==> config.mk <==
export PLATFORM = sky130hd
export DESIGN_NAME = lc4_arith_rs
export DESIGN_NICKNAME = d
export VERILOG_FILES = /design/src/rtl/lc4_arith_rs.sv
export SDC_FILE = /design/constraint.sdc
export NUM_CORES = 1
export LEC_CHECK = 0
export ABC_AREA = 1
export CORE_MARGIN = 1
export CORE_UTILIZATION = 45
export CTS_BUF_LIST = sky130_fd_sc_hd__clkbuf_4 sky130_fd_sc_hd__clkbuf_8 sky130_fd_sc_hd__clkbuf_16
export DETAILED_ROUTE_END_ITERATION = 16
export PLACE_DENSITY_LB_ADDON = 0.1
export SLEW_MARGIN = 15
export SYNTH_ARGS = -nofsm -noshare
export SYNTH_HDL_FRONTEND = slang
export SYNTH_SLANG_ARGS = --single-unit
==> constraint.sdc <==
create_clock -name clk -period 3.95 [get_ports clk]
set_input_delay 0.79 -clock clk [delete_from_list [all_inputs] [get_ports clk]]
set_output_delay 0.79 -clock clk [all_outputs]
set_load 0.1 [all_outputs]
==> src/rtl/lc4_arith_rs.sv <==
// Reservation station for the LC4 out-of-order arithmetic pipe: holds dispatched insns,
// wakes sources from the CDB, and issues the oldest ready entry each cycle.
module lc4_arith_rs #(
  parameter int DEPTH = 4,
  parameter int TAG_W = 4
) (
  input  logic             clk,
  input  logic             rst,
  input  logic             flush,
  input  logic             disp_valid,
  output logic             disp_ready,
  input  logic [15:0]      disp_insn,
  input  logic [15:0]      disp_pc,
  input  logic [TAG_W-1:0] disp_tag,
  input  logic             disp_r1_rdy,
  input  logic [15:0]      disp_r1_val,
  input  logic [TAG_W-1:0] disp_r1_tag,
  input  logic             disp_r2_rdy,
  input  logic [15:0]      disp_r2_val,
  input  logic [TAG_W-1:0] disp_r2_tag,
  input  logic             cdb_valid,
  input  logic [TAG_W-1:0] cdb_tag,
  input  logic [15:0]      cdb_data,
  output logic             iss_valid,
  input  logic             iss_ready,
  output logic [15:0]      iss_insn,
  output logic [15:0]      iss_pc,
  output logic [15:0]      iss_r1data,
  output logic [15:0]      iss_r2data,
  output logic [TAG_W-1:0] iss_tag,
  output logic [3:0]       count
);

  localparam int         IDX_W   = (DEPTH > 1) ? $clog2(DEPTH) : 1;
  localparam logic [3:0] DEPTH_C = 4'(DEPTH);

  typedef struct packed {
    logic [15:0]      insn;
    logic [15:0]      pc;
    logic [TAG_W-1:0] tag;
    logic [15:0]      r1_val;
    logic [TAG_W-1:0] r1_tag;
    logic [15:0]      r2_val;
    logic [TAG_W-1:0] r2_tag;
  } entry_t;

  entry_t           ent_q [DEPTH];
  logic [DEPTH-1:0] valid_q;
  logic [DEPTH-1:0] r1_rdy_q;
  logic [DEPTH-1:0] r2_rdy_q;
  // older_q[i][j] is set when entry i was dispatched before entry j.
  logic [DEPTH-1:0] older_q [DEPTH];
  logic [3:0]       count_q;

  logic [DEPTH-1:0] eligible;
  logic [DEPTH-1:0] is_oldest;
  logic [IDX_W-1:0] alloc_idx;
  logic             alloc_found;
  logic [IDX_W-1:0] iss_idx;
  logic             disp_fire;
  logic             iss_fire;
  logic             r1_bypass;
  logic             r2_bypass;
  logic [3:0]       count_n;

  assign disp_ready = (count_q < DEPTH_C);
  assign disp_fire  = disp_valid && disp_ready && !flush;
  assign eligible   = valid_q & r1_rdy_q & r2_rdy_q;
  assign iss_valid  = (|eligible) && !flush;
  assign iss_fire   = iss_valid && iss_ready;
  assign r1_bypass  = !disp_r1_rdy && cdb_valid && (disp_r1_tag == cdb_tag);
  assign r2_bypass  = !disp_r2_rdy && cdb_valid && (disp_r2_tag == cdb_tag);
  assign count_n    = count_q + {3'b000, disp_fire} - {3'b000, iss_fire};
  assign count      = count_q;

  // NOTE: every variable driven here gets a default first so no latch is inferred.
  always_comb begin
    alloc_idx   = '0;
    alloc_found = 1'b0;
    for (int i = 0; i < DEPTH; i++) begin
      if (!valid_q[i] && !alloc_found) begin
        alloc_idx   = IDX_W'(i);
        alloc_found = 1'b1;
      end
    end
  end

  // An eligible entry is the oldest if no other eligible entry was dispatched before it.
  always_comb begin
    is_oldest = eligible;
    for (int i = 0; i < DEPTH; i++) begin
      for (int j = 0; j < DEPTH; j++) begin
        if (eligible[j] && older_q[j][i]) is_oldest[i] = 1'b0;
      end
    end
  end

  always_comb begin
    iss_idx = '0;
    for (int i = 0; i < DEPTH; i++) begin
      if (is_oldest[i]) iss_idx = IDX_W'(i);
    end
  end

  always_comb begin
    iss_insn   = '0;
    iss_pc     = '0;
    iss_r1data = '0;
    iss_r2data = '0;
    iss_tag    = '0;
    if (iss_valid) begin
      iss_insn   = ent_q[iss_idx].insn;
      iss_pc     = ent_q[iss_idx].pc;
      iss_r1data = ent_q[iss_idx].r1_val;
      iss_r2data = ent_q[iss_idx].r2_val;
      iss_tag    = ent_q[iss_idx].tag;
    end
  end

  // NOTE: sequential state uses non-blocking assignments so all updates see pre-edge values.
  always_ff @(posedge clk or posedge rst) begin
    if (rst) begin
      valid_q  <= '0;
      r1_rdy_q <= '0;
      r2_rdy_q <= '0;
      count_q  <= '0;
      for (int i = 0; i < DEPTH; i++) older_q[i] <= '0;
    end else if (flush) begin
      valid_q <= '0;
      count_q <= '0;
      for (int i = 0; i < DEPTH; i++) older_q[i] <= '0;
    end else begin
      for (int i = 0; i < DEPTH; i++) begin
        if (cdb_valid && valid_q[i] && !r1_rdy_q[i] && ent_q[i].r1_tag == cdb_tag)
          r1_rdy_q[i] <= 1'b1;
        if (cdb_valid && valid_q[i] && !r2_rdy_q[i] && ent_q[i].r2_tag == cdb_tag)
          r2_rdy_q[i] <= 1'b1;
      end
      if (iss_fire) valid_q[iss_idx] <= 1'b0;
      if (disp_fire) begin
        valid_q[alloc_idx]  <= 1'b1;
        r1_rdy_q[alloc_idx] <= disp_r1_rdy || r1_bypass;
        r2_rdy_q[alloc_idx] <= disp_r2_rdy || r2_bypass;
        older_q[alloc_idx]  <= '0;
        for (int j = 0; j < DEPTH; j++) older_q[j][alloc_idx] <= valid_q[j];
      end
      count_q <= count_n;
    end
  end

  // NOTE: payload storage has no reset; it is only observed through valid/ready bits,
  // and the issue outputs are gated to zero whenever nothing is issuing.
  always_ff @(posedge clk) begin
    for (int i = 0; i < DEPTH; i++) begin
      if (cdb_valid && !r1_rdy_q[i] && ent_q[i].r1_tag == cdb_tag) ent_q[i].r1_val <= cdb_data;
      if (cdb_valid && !r2_rdy_q[i] && ent_q[i].r2_tag == cdb_tag) ent_q[i].r2_val <= cdb_data;
    end
    if (disp_fire) begin
      ent_q[alloc_idx].insn   <= disp_insn;
      ent_q[alloc_idx].pc     <= disp_pc;
      ent_q[alloc_idx].tag    <= disp_tag;
      ent_q[alloc_idx].r1_val <= r1_bypass ? cdb_data : disp_r1_val;
      ent_q[alloc_idx].r1_tag <= disp_r1_tag;
      ent_q[alloc_idx].r2_val <= r2_bypass ? cdb_data : disp_r2_val;
      ent_q[alloc_idx].r2_tag <= disp_r2_tag;
    end
  end

endmodule

== Word-level counts from Yosys, hierarchy flattened ==
Memories as Yosys holds them, arrays and structs flattened.
Cells that the tools add are included.

* Bits in registers: 32
* Bits of input ports: 104
* Memory bits (read-only): 0
* Memories kept: 1
* Bits in writable memories: 304
* Latch bits: 0
* Output and inout bits: 74

* Add/subtract/negate cells: 2
* Multipliers: 0
* $lt $le $gt $ge: 7
* Reductions and logical operators: 82
* Mux-type cells: 83
* Divide/modulo/power cells: 0
* Shift-type cells: 0
* Equality and inequality tests: 10
* Bitwise gates (word level): 8

{| class="wikitable"
|+ Memory list
! memory !! depth !! width !! rd ports !! clocked after memory_dff !! write ports !! line !! text
|-
| ent_q || 4 || 76 || 5 || 0 || 5 || 47 || <nowiki>entry_t ent_q [DEPTH];</nowiki>
|}

{| class="wikitable"
|+ Operators with widths
! kind !! number
|-
| $mux 16 || 8
|-
| $logic_and 1x1->1 || 62
|-
| $mux 1 || 53
|-
| $eq 4x4->1 || 10
|-
| $mux 4 || 9
|-
| $bwmux 4 || 6
|-
| $and 16x16->16 || 1
|-
| $logic_not 1->1 || 16
|-
| $not 16->16 || 1
|-
| $and 4x4->4 || 3
|-
| $demux 4 s2 || 1
|-
| $mux 2 || 4
|-
| $lt 2x3->1 const B || 2
|-
| $add 4x1->4 || 1
|-
| $demux 1 s2 || 2
|-
| $ge 2x1->1 const B || 2
|-
| $lt 4x3->1 const B || 1
|-
| $not 4->4 || 1
|-
| $or 4x4->4 || 1
|-
| $reduce_or 4->1 || 1
|-
| $sub 4x1->4 || 1
|-
| $ge 3x3->1 const B || 1
|-
| $lt 3x1->1 const B || 1
|-
| $not 2->3 || 1
|-
| other kinds (2) || 3
|}

== Longest topological paths before layout ==
Gate-level depths: netlist (run 1).

* Depth after elaboration: 21
* Gate-level depth with buffers: 14
* Gate-level depth less buffers: 13

== Worst setup path after synthesis (run 1) ==
No wires, ideal clock.

* Path type: input to output
* Start: in flush
* End: out iss_insn[11]
* Slack: -0.952 ns
* Stages: 5
* Path buffers: 2
* Data arrival time: 4.112 ns
* Cells stage by stage: nor2_1 -> inv_1 -> buf_2 -> clkbuf_1 -> nor2_1

* Cells in the longest elaborated chain, start to end: 3

{| class="wikitable"
|+ RTL lines
! what !! line !! text
|-
| from (decl) || 9 || <nowiki>input logic flush,</nowiki>
|-
| $logic_not 1->1 || 69 || <nowiki>assign iss_valid = (|eligible) && !flush;</nowiki>
|-
| $logic_and 1x1->1 || 69 ||
|-
| $mux 16 || 111 || <nowiki>if (iss_valid) begin</nowiki>
|-
| to (decl) || 26 || <nowiki>output logic [15:0] iss_insn,</nowiki>
|}

No other way between the ends.

== Worst setup path after layout (run 1) ==
* Start: reg r1_rdy_q[2]
* End: out iss_r2data[6]

* Cells in the longest elaborated chain, start to end: 10
* Elaborated cells between the ends (all ways): 20
* Classes of those cells: mux (12); bitwise (2); reduce/logical (5); memory (1)

{| class="wikitable"
|+ RTL lines
! what !! line !! text
|-
| from (decl) || 49 || <nowiki>logic [DEPTH-1:0] r1_rdy_q;</nowiki>
|-
| from (signal, indexed assignment) || 142 || <nowiki>r1_rdy_q[alloc_idx] <= disp_r1_rdy || r1_bypass;</nowiki>
|-
| $and 4x4->4 (*) (2 in series) || 68 || <nowiki>assign eligible = valid_q & r1_rdy_q & r2_rdy_q;</nowiki>
|-
| $mux 1 / $logic_and 1x1->1 (equally long branches) || 93 || <nowiki>if (eligible[j] && older_q[j][i]) is_oldest[i] = 1'b0;</nowiki>
|-
| $mux 1 (2 in series) || 93 ||
|-
| $mux 1, on equally long branches || 93, 101 ||
|-
| $mux 2 (2 in series) || 101 || <nowiki>if (is_oldest[i]) iss_idx = IDX_W'(i);</nowiki>
|-
| $mem_v2 4x76 || -- ||
|-
| $mux 16 (*) || 111 ||
|-
| to (decl) || 29 || <nowiki>output logic [15:0] iss_r2data,</nowiki>
|}

Every way passes the cells marked *; elsewhere a longest branch is shown, timed or not.

==> qor.csv, run 1 <==
stage;metric;value;unit
status;outcome;completed;
final_layout;Multi-input gate area;6540;µm²
hold_path;WHS Path Cells;2;
synth;largest area contributor in the netlist;edfxtp_1;
setup_path;RR Endpoint;ent_q[0][10];
drt;Pre-antenna DRT Iters;6;
drt;drt wl/cell;20.2;µm
power;Power Density;432;nW/µm²
synth;post-synthesis cell area;17900;µm²
global_routing;antenna violations before repair;0;
power;switching share of total power;28.9;%
synth;Seq/Total Area, Yosys;54.8;%
drt;ANT nets after route;0;
sta;clk_skew;20.2;ps
floorplanning;die width;202;µm
setup_path;reg2reg path depth;9;
cts;Clock Sinks;332;
final_layout;final net count;2235;
sta;final setup fails;0;
sta;crit path time final;3790;ps
hold_path;hold path endpoint;older_q[15];
final_layout;final core occ;57.4;%
final_layout;Antenna diodes;0;
power;Int Pwr;6.87;mW
setup_path;critical setup path kind;reg2out;
place;Buffers on Ports;177;
floorplanning;Cell Rows;72;
power;combinational share of power;19.7;%
sta;Tcrit/Tclk final;96.0;%
global_routing;first-pass GRT wire length;82100;µm
synth;Synth Flop Type;edfxtp_1;
cts;Clock Latency Late Sink;520;ps
synth;Post-synth ARST share;8.43;%
synth;main area contributors after synthesis;edfxtp_1, nand2_1, nand3_1, nand4_1, inv_1;
cts;clock root cell;clkbuf_16;
place;RePlAce Congestion;0.862;
sta;fmax;264;MHz
final_layout;fillers;3379;
synth;Post-synth EDFFs;304;
floorplanning;initial core utilization;46.0;%
global_routing;GRT Util Overall;26.4;%
synth;Synth Net Count;2087;
sta;pins over their slew limit;0;
setup_path;startpoint types;register;
power;maximum vdd drop;0.000289;V
sta;Final Hold Slack;482;ps
sta;Hold Vio Cnt, Final;0;
hold_path;beginning of the worst hold path;older_q[15];
setup_path;CP endpoint kind;output pin;
power;leakage power total;9.37;nW
cts;H-tree Lvls;2;
synth;Synth warnings;0;
synth;Syn Inst Count;1977;
synth;count leader, synth;nand2_1;
hold_path;Hold/Removal Path Class;reg2reg;
synth;synth cell count leaders;nand2_1, edfxtp_1, inv_1;
cts;Max clock buf depth;3;
drt;post-DR vias/cell;5.49;
sta;max_slew headroom;28.5;%
drt;drt initial violations;1326;
global_routing;largest net degree at the start of global routing;112;
sta;RSZ-0062 raised after global routing;no;
cts;clk slew on worst S/H paths;60;ps
cts;CTS tree;done;
setup_path;WP data arrival;3000;ps
setup_path;crit-path max FO;68;
final_layout;layout cells sized above 1;15.3;%
setup_path;Reg-to-Reg Start;count[2];
floorplanning;DIE AREA;40700;µm²
final_layout;Layout area overhead;24.7;%
cts;hold buffers post-CTS;0;
synth;synthesized area per cell;9.08;µm²
drt;routed wire length;53900;µm
setup_path;FF-to-FF setup slack;1340;ps
cts;CTS buffer count;37;
sta;Slew @ Worst Pin;1070;ps
final_layout;Sequential Area;9830;µm²
cts;Post-CTS Resized;0;
synth;#FFs+latches synth;332;
setup_path;Worst EP required;3160;ps
place;Post-DP HPWL;31700;µm
global_routing;remaining global-route overflow;0;
floorplanning;IO Count;178;
floorplanning;Die Y;202;µm
power;Psw;2.79;mW
drt;vias post-DR;14651;
drt;Residual DRC;0;
global_routing;number of global-route vias before repair;14207;
synth;post-synth top area share;50.9;%
job;Max Cap Viol;0;
synth;distinct cell type count after synthesis;48;
floorplanning;Core ar.;39000;µm²
power;clock power share;35.5;%
cts;setup bufs post-CTS;0;
power;sequential share of power;44.7;%
-- worst max-delay path, stage by stage (launching register included) --
cell and delay, ps:
dfrtp_1 440, nand3_1 130, nor2_1 70, nor2_4 300
buf_6 550, nand3b_1 140, nand2_1 100, inv_1 40
nand2_1 60, clkinv_1 60, nor2_1 260, nor2_4 60
buf_12 190
-- placed cells by master, fill, tap and decap left out, types with 3 or more instances in the layout --
| master | instances |
|---|---|
| nand3_1 | 211 |
| edfxtp_1 | 304 |
| o21ai_0 | 21 |
| o22ai_1 | 3 |
| ha_1 | 5 |
| a211oi_1 | 3 |
| a21oi_1 | 6 |
| inv_2 | 15 |
| nor3_1 | 4 |
| nand2_1 | 453 |
| nor2_1 | 121 |
| nand2_8 | 12 |
| clkdlybuf4s50_1 | 107 |
| nand3b_1 | 69 |
| buf_12 | 80 |
| nand2_4 | 5 |
| clkbuf_16 | 37 |
| dfrtp_1 | 28 |
| inv_1 | 225 |
| nor2_2 | 53 |
| nand4_1 | 164 |
| bufinv_16 | 4 |
| xor2_1 | 11 |
| clkinv_1 | 64 |
| nand3_2 | 13 |
| clkbuf_4 | 6 |
| clkinv_2 | 7 |
| buf_4 | 38 |
| nor2_4 | 26 |
| xnor2_1 | 11 |
| clkbuf_8 | 3 |
| nand2_2 | 18 |
-- power by group through the flow --
stage,clock [mW],sequential [mW],combinational (mW)
3_5_place_dp,0,4.39,1.90
3_3_place_gp,0,4.38,1.88
4_1_cts,3.47,4.32,1.90
6_report,3.43,4.32,1.91
2_1_floorplan,0,4.42,1.15
5_1_grt,3.60,4.35,2.03
-- how the worst max path moves through the flow --
stage	start	to	slack, ps	cells after the start
6_report	r1_rdy_q[2]	iss_r2data[6]	160	12
5_1_grt	r1_rdy_q[1]	iss_r1data[0]	5	12
4_1_cts	valid_q[0]	iss_r2data[6]	110	13
3_5_place_dp	flush	iss_insn[9]	670	6
3_3_place_gp	valid_q[0]	iss_r1data[0]	670	13
2_1_floorplan	flush	iss_insn[11]	-310	5
-- kinds of logic (layout without fill, tap and decap cells) --
group / count (synthesis) / count (layout) / share of synthesized area, %
and+or+nand+nor: 1153 / 1154 / 31.5
buffers and inverters: 421 / 594 / 10.8
DFF: 332 / 332 / 54.8
AOI/OAI and AO/OA: 43 / 43 / 1.44
xor gates and xnor gates: 22 / 22 / 1.07
adders and majority gates: 6 / 6 / 0.460
-- metrics by stage --
| step | setup TNS (ps) | area (µm²) | cells | worst slack, ps | power [mW] |
|---|---|---|---|---|---|
| 2_1_floorplan | -509 | 18200 | 1977 | -311 | 5.57 |
| 3_3_place_gp | 0 | 21100 | 2603 | 671 | 6.26 |
| 3_5_place_dp | 0 | 21100 | 2603 | 666 | 6.29 |
| 4_1_cts | 0 | 22300 | 2668 | 111 | 9.70 |
| 5_1_grt | 0 | 22400 | 2669 | 4.80 | 9.99 |
| 6_report | 0 | 22400 | 2669 | 159 | 9.66 |
-- final cells by class --
class	instances	share of cell area (%)
tap	518	2.90
timing repair buffer	228	13.4
sequential	332	43.9
inverter	301	5.15
clock buffer	46	4.52
multi-input combinational	1225	29.2
clock inverter	19	0.844
-- metal layers --
layer / routed length, µm / share of wire, % / global-route usage, %
met1: 22900 / 43 / 35.6
met2: 25100 / 47 / 43.0
met3: 3850 / 7.1 / 3.43
met4: 2010 / 3.7 / 10.8
met5: 0 / 0 / 0
-- registers in the layout, indices dropped and copies added (netlist names) --
signal and flops:
count 4, r2_rdy_q 4, valid_q 4, ent_q 304, r1_rdy_q 4, older_q 12
No activity file was read; power rests on OpenSTA's default activity.
==> run 2: changes to the inputs <==
--- a/config.mk
+++ b/config.mk
@@ -9,6 +9,7 @@
 export CORE_MARGIN = 1
 export CORE_UTILIZATION = 45
 export CTS_BUF_LIST = sky130_fd_sc_hd__clkbuf_4 sky130_fd_sc_hd__clkbuf_8 sky130_fd_sc_hd__clkbuf_16
+export CTS_CLUSTER_SIZE = 14
 export DETAILED_ROUTE_END_ITERATION = 16
 export PLACE_DENSITY_LB_ADDON = 0.1
 export SLEW_MARGIN = 15
==> run 2 against run 1 <==
Compared with the run above: first-iteration DRC count increased by 1.6%; maximum frequency is essentially flat; critical path depth stayed put; final cell count up 0.11%; total power decreased by 0.48%; highest routed layer unchanged.
==> qor.csv, run 2 (synthesized netlist as in run 1, its figures left out) <==
stage;metric;value;unit;change
setup_path;Worst path top cell family by delay;simple AND/OR/NAND/NOR gates;;
floorplanning;IO Count;178;;unchanged
floorplanning;Die Y;202;µm;unchanged
setup_path;crit-path max FO;68;;unchanged
sta;max_slew headroom;29.0;%;+0.47 points
floorplanning;DIE AREA;40700;µm²;unchanged
sta;crit path time final;3790;ps;-0.214 ps
drt;Pre-antenna DRT Iters;6;;unchanged
drt;post-DR vias/cell;5.47;;-0.36%
setup_path;CP endpoint kind;output pin;;
cts;clock root cell;clkbuf_16;;
global_routing;GRT Util Overall;26.4;%;+0.031 points
setup_path;CP max-delay cell;buf_6;;
global_routing;antenna violations before repair;0;;unchanged
final_layout;final net count;2235;;unchanged
sta;setup TNS;0;ps;unchanged
sta;clk_skew;21.8;ps;+1.54 ps
final_layout;Layout area overhead;24.7;%;about the same
drt;routed wire length;53800;µm;about the same
power;maximum vdd drop;0.000254;V;-12%
final_layout;max reg flops;304;;unchanged
sta;Final Hold Slack;487;ps;+4.19 ps
cts;Clock Sinks;332;;unchanged
status;outcome;completed;;
drt;vias post-DR;14614;;-0.25%
cts;CTS buffer count;37;;unchanged
global_routing;first-pass GRT wire length;82300;µm;+0.22%
hold_path;Hold/Removal Path Class;reg2reg;;
cts;CTS tree;done;;
cts;Max clock buf depth;3;;unchanged
hold_path;hold path endpoint;older_q[15];;
setup_path;CP bufs+invs;4;;unchanged
floorplanning;initial core utilization;46.0;%;unchanged
drt;drt wl/cell;20.1;µm;-0.20%
power;leakage power total;9.37;nW;about the same
cts;hold buffers post-CTS;0;;unchanged
place;Post-DP HPWL;31700;µm;unchanged
sta;Slew @ Worst Pin;1060;ps;-7.01 ps
drt;drt initial violations;1347;;+1.6%
sta;final setup fails;0;;unchanged
drt;Residual DRC;0;;unchanged
hold_path;WHS Path Cells;2;;unchanged
final_layout;Antenna diodes;0;;unchanged
final_layout;layout cells sized above 1;15.5;%;+0.21 points
final_layout;Reg with most FFs;ent_q;;
sta;fmax;264;MHz;about the same
setup_path;crit path cell chain;nand3_1, nor2_1, nor2_4, buf_6, nand3b_1, nand2_1, inv_1, nand2_1, clkinv_1, nor2_1, nor2_2, buf_12;;
floorplanning;Cell Rows;72;;unchanged
final_layout;most common cell after layout, fill and taps aside;nand2_1;;
setup_path;Worst EP required;3160;ps;about the same
place;RePlAce Congestion;0.862;;unchanged
setup_path;RR Endpoint;ent_q[0][11];;
setup_path;reg2reg path depth;9;;unchanged
sta;Tcrit/Tclk final;96.0;%;about the same
setup_path;max incr delay on CP;540;ps;about the same
setup_path;WP data arrival;3000;ps;about the same
setup_path;FF-to-FF setup slack;1330;ps;about the same
global_routing;largest net degree at the start of global routing;112;;unchanged
drt;ANT nets after route;0;;unchanged
cts;clk slew on worst S/H paths;50;ps;about the same
cts;setup bufs post-CTS;0;;unchanged
hold_path;beginning of the worst hold path;older_q[15];;
sta;Final WS setup;159;ps;+0.214 ps
setup_path;critical setup path kind;reg2out;;
floorplanning;die width;202;µm;unchanged
place;worst slack, placed;666;ps;unchanged
sta;Hold Vio Cnt, Final;0;;unchanged
global_routing;number of global-route vias before repair;14160;;-0.33%
floorplanning;Core ar.;39000;µm²;unchanged
setup_path;startpoint types;register;;
setup_path;Worst path depth;12;;unchanged
final_layout;largest registers;ent_q x304, older_q x12;;
power;Power Density;430;nW/µm²;-0.50%
job;Max Cap Viol;0;;unchanged
cts;H-tree Lvls;2;;unchanged
sta;pins over their slew limit;0;;unchanged
setup_path;Reg-to-Reg Start;count[2];;
cts;Post-CTS Resized;0;;unchanged
cts;Clock Latency Late Sink;540;ps;+20 ps
place;Buffers on Ports;177;;unchanged
final_layout;most frequent cells in the layout;nand2_1, edfxtp_1, inv_1, nand3_1, nand4_1;;
global_routing;remaining global-route overflow;0;;unchanged
-- run 2: changes by cell type in the layout (fill, tap and decap cells not counted), sizes merged --
cell	previous run	this run
bufinv	4	1
clkinv	72	68
inv	243	244
clkinvlp	1	2
clkbuf	46	54
-- run 2: power breakdown --
part	internal, mW	total [mW]	switching (mW)
Combinational	0.598	1.90	1.31
Sequential	4.20	4.32	0.120
Clock	2.02	3.39	1.37
Total	6.82	9.62	2.80
-- run 2: through the flow --
stage | cells | cell area, µm² | util, % | power (mW)
after floorplan | 1977 | 18200 | - | 5.57
after global placement | 2603 | 21100 | 54.2 | 6.26
after detailed placement | 2603 | 21100 | 54.2 | 6.29
after CTS | 2671 | 22300 | 57.3 | 9.66
after global routing | 2672 | 22400 | 57.4 | 9.95
final | 2672 | 22400 | 57.4 | 9.62
-- run 2: how the worst max path moves through the flow --
stage | from | endpoint | slack (ps)
floorplan | flush | iss_insn[11] | -310
global placement | valid_q[0] | iss_r1data[0] | 670
detailed placement | flush | iss_insn[9] | 670
CTS | valid_q[0] | iss_r2data[6] | 100
global route | r1_rdy_q[1] | iss_r1data[0] | -6
finish | r1_rdy_q[2] | iss_r1data[0] | 160
-- run 2: cell type report --
cell class                      count  area [µm²]
Clock buffer                       54        1110
Clock inverter                     14        97.6
Fill cell                        3374       16600
Inverter                          301        1150
Multi-Input combinational cell   1225        6540
Sequential cell                   332        9830
Tap cell                          518         648
Timing Repair Buffer              228        3010
-- run 2: worst register-to-register path, cell delays in order, from the launching register on --
cell	delay (ps)
dfrtp_1	370
inv_1	90
ha_1	190
nand2_1	150
nor2_2	200
inv_1	190
nor2_4	180
inv_1	310
nand2_1	180
buf_4	380
-- run 2: metal layers --
layer  GRT usage (%)  up-vias  share of wire [%]
met5               0        -                  0
met4            9.52        0                3.1
met3            3.37      129                7.8
met2            43.5      688                 47
met1            35.8     6899                 42
li1                -     6898                  -
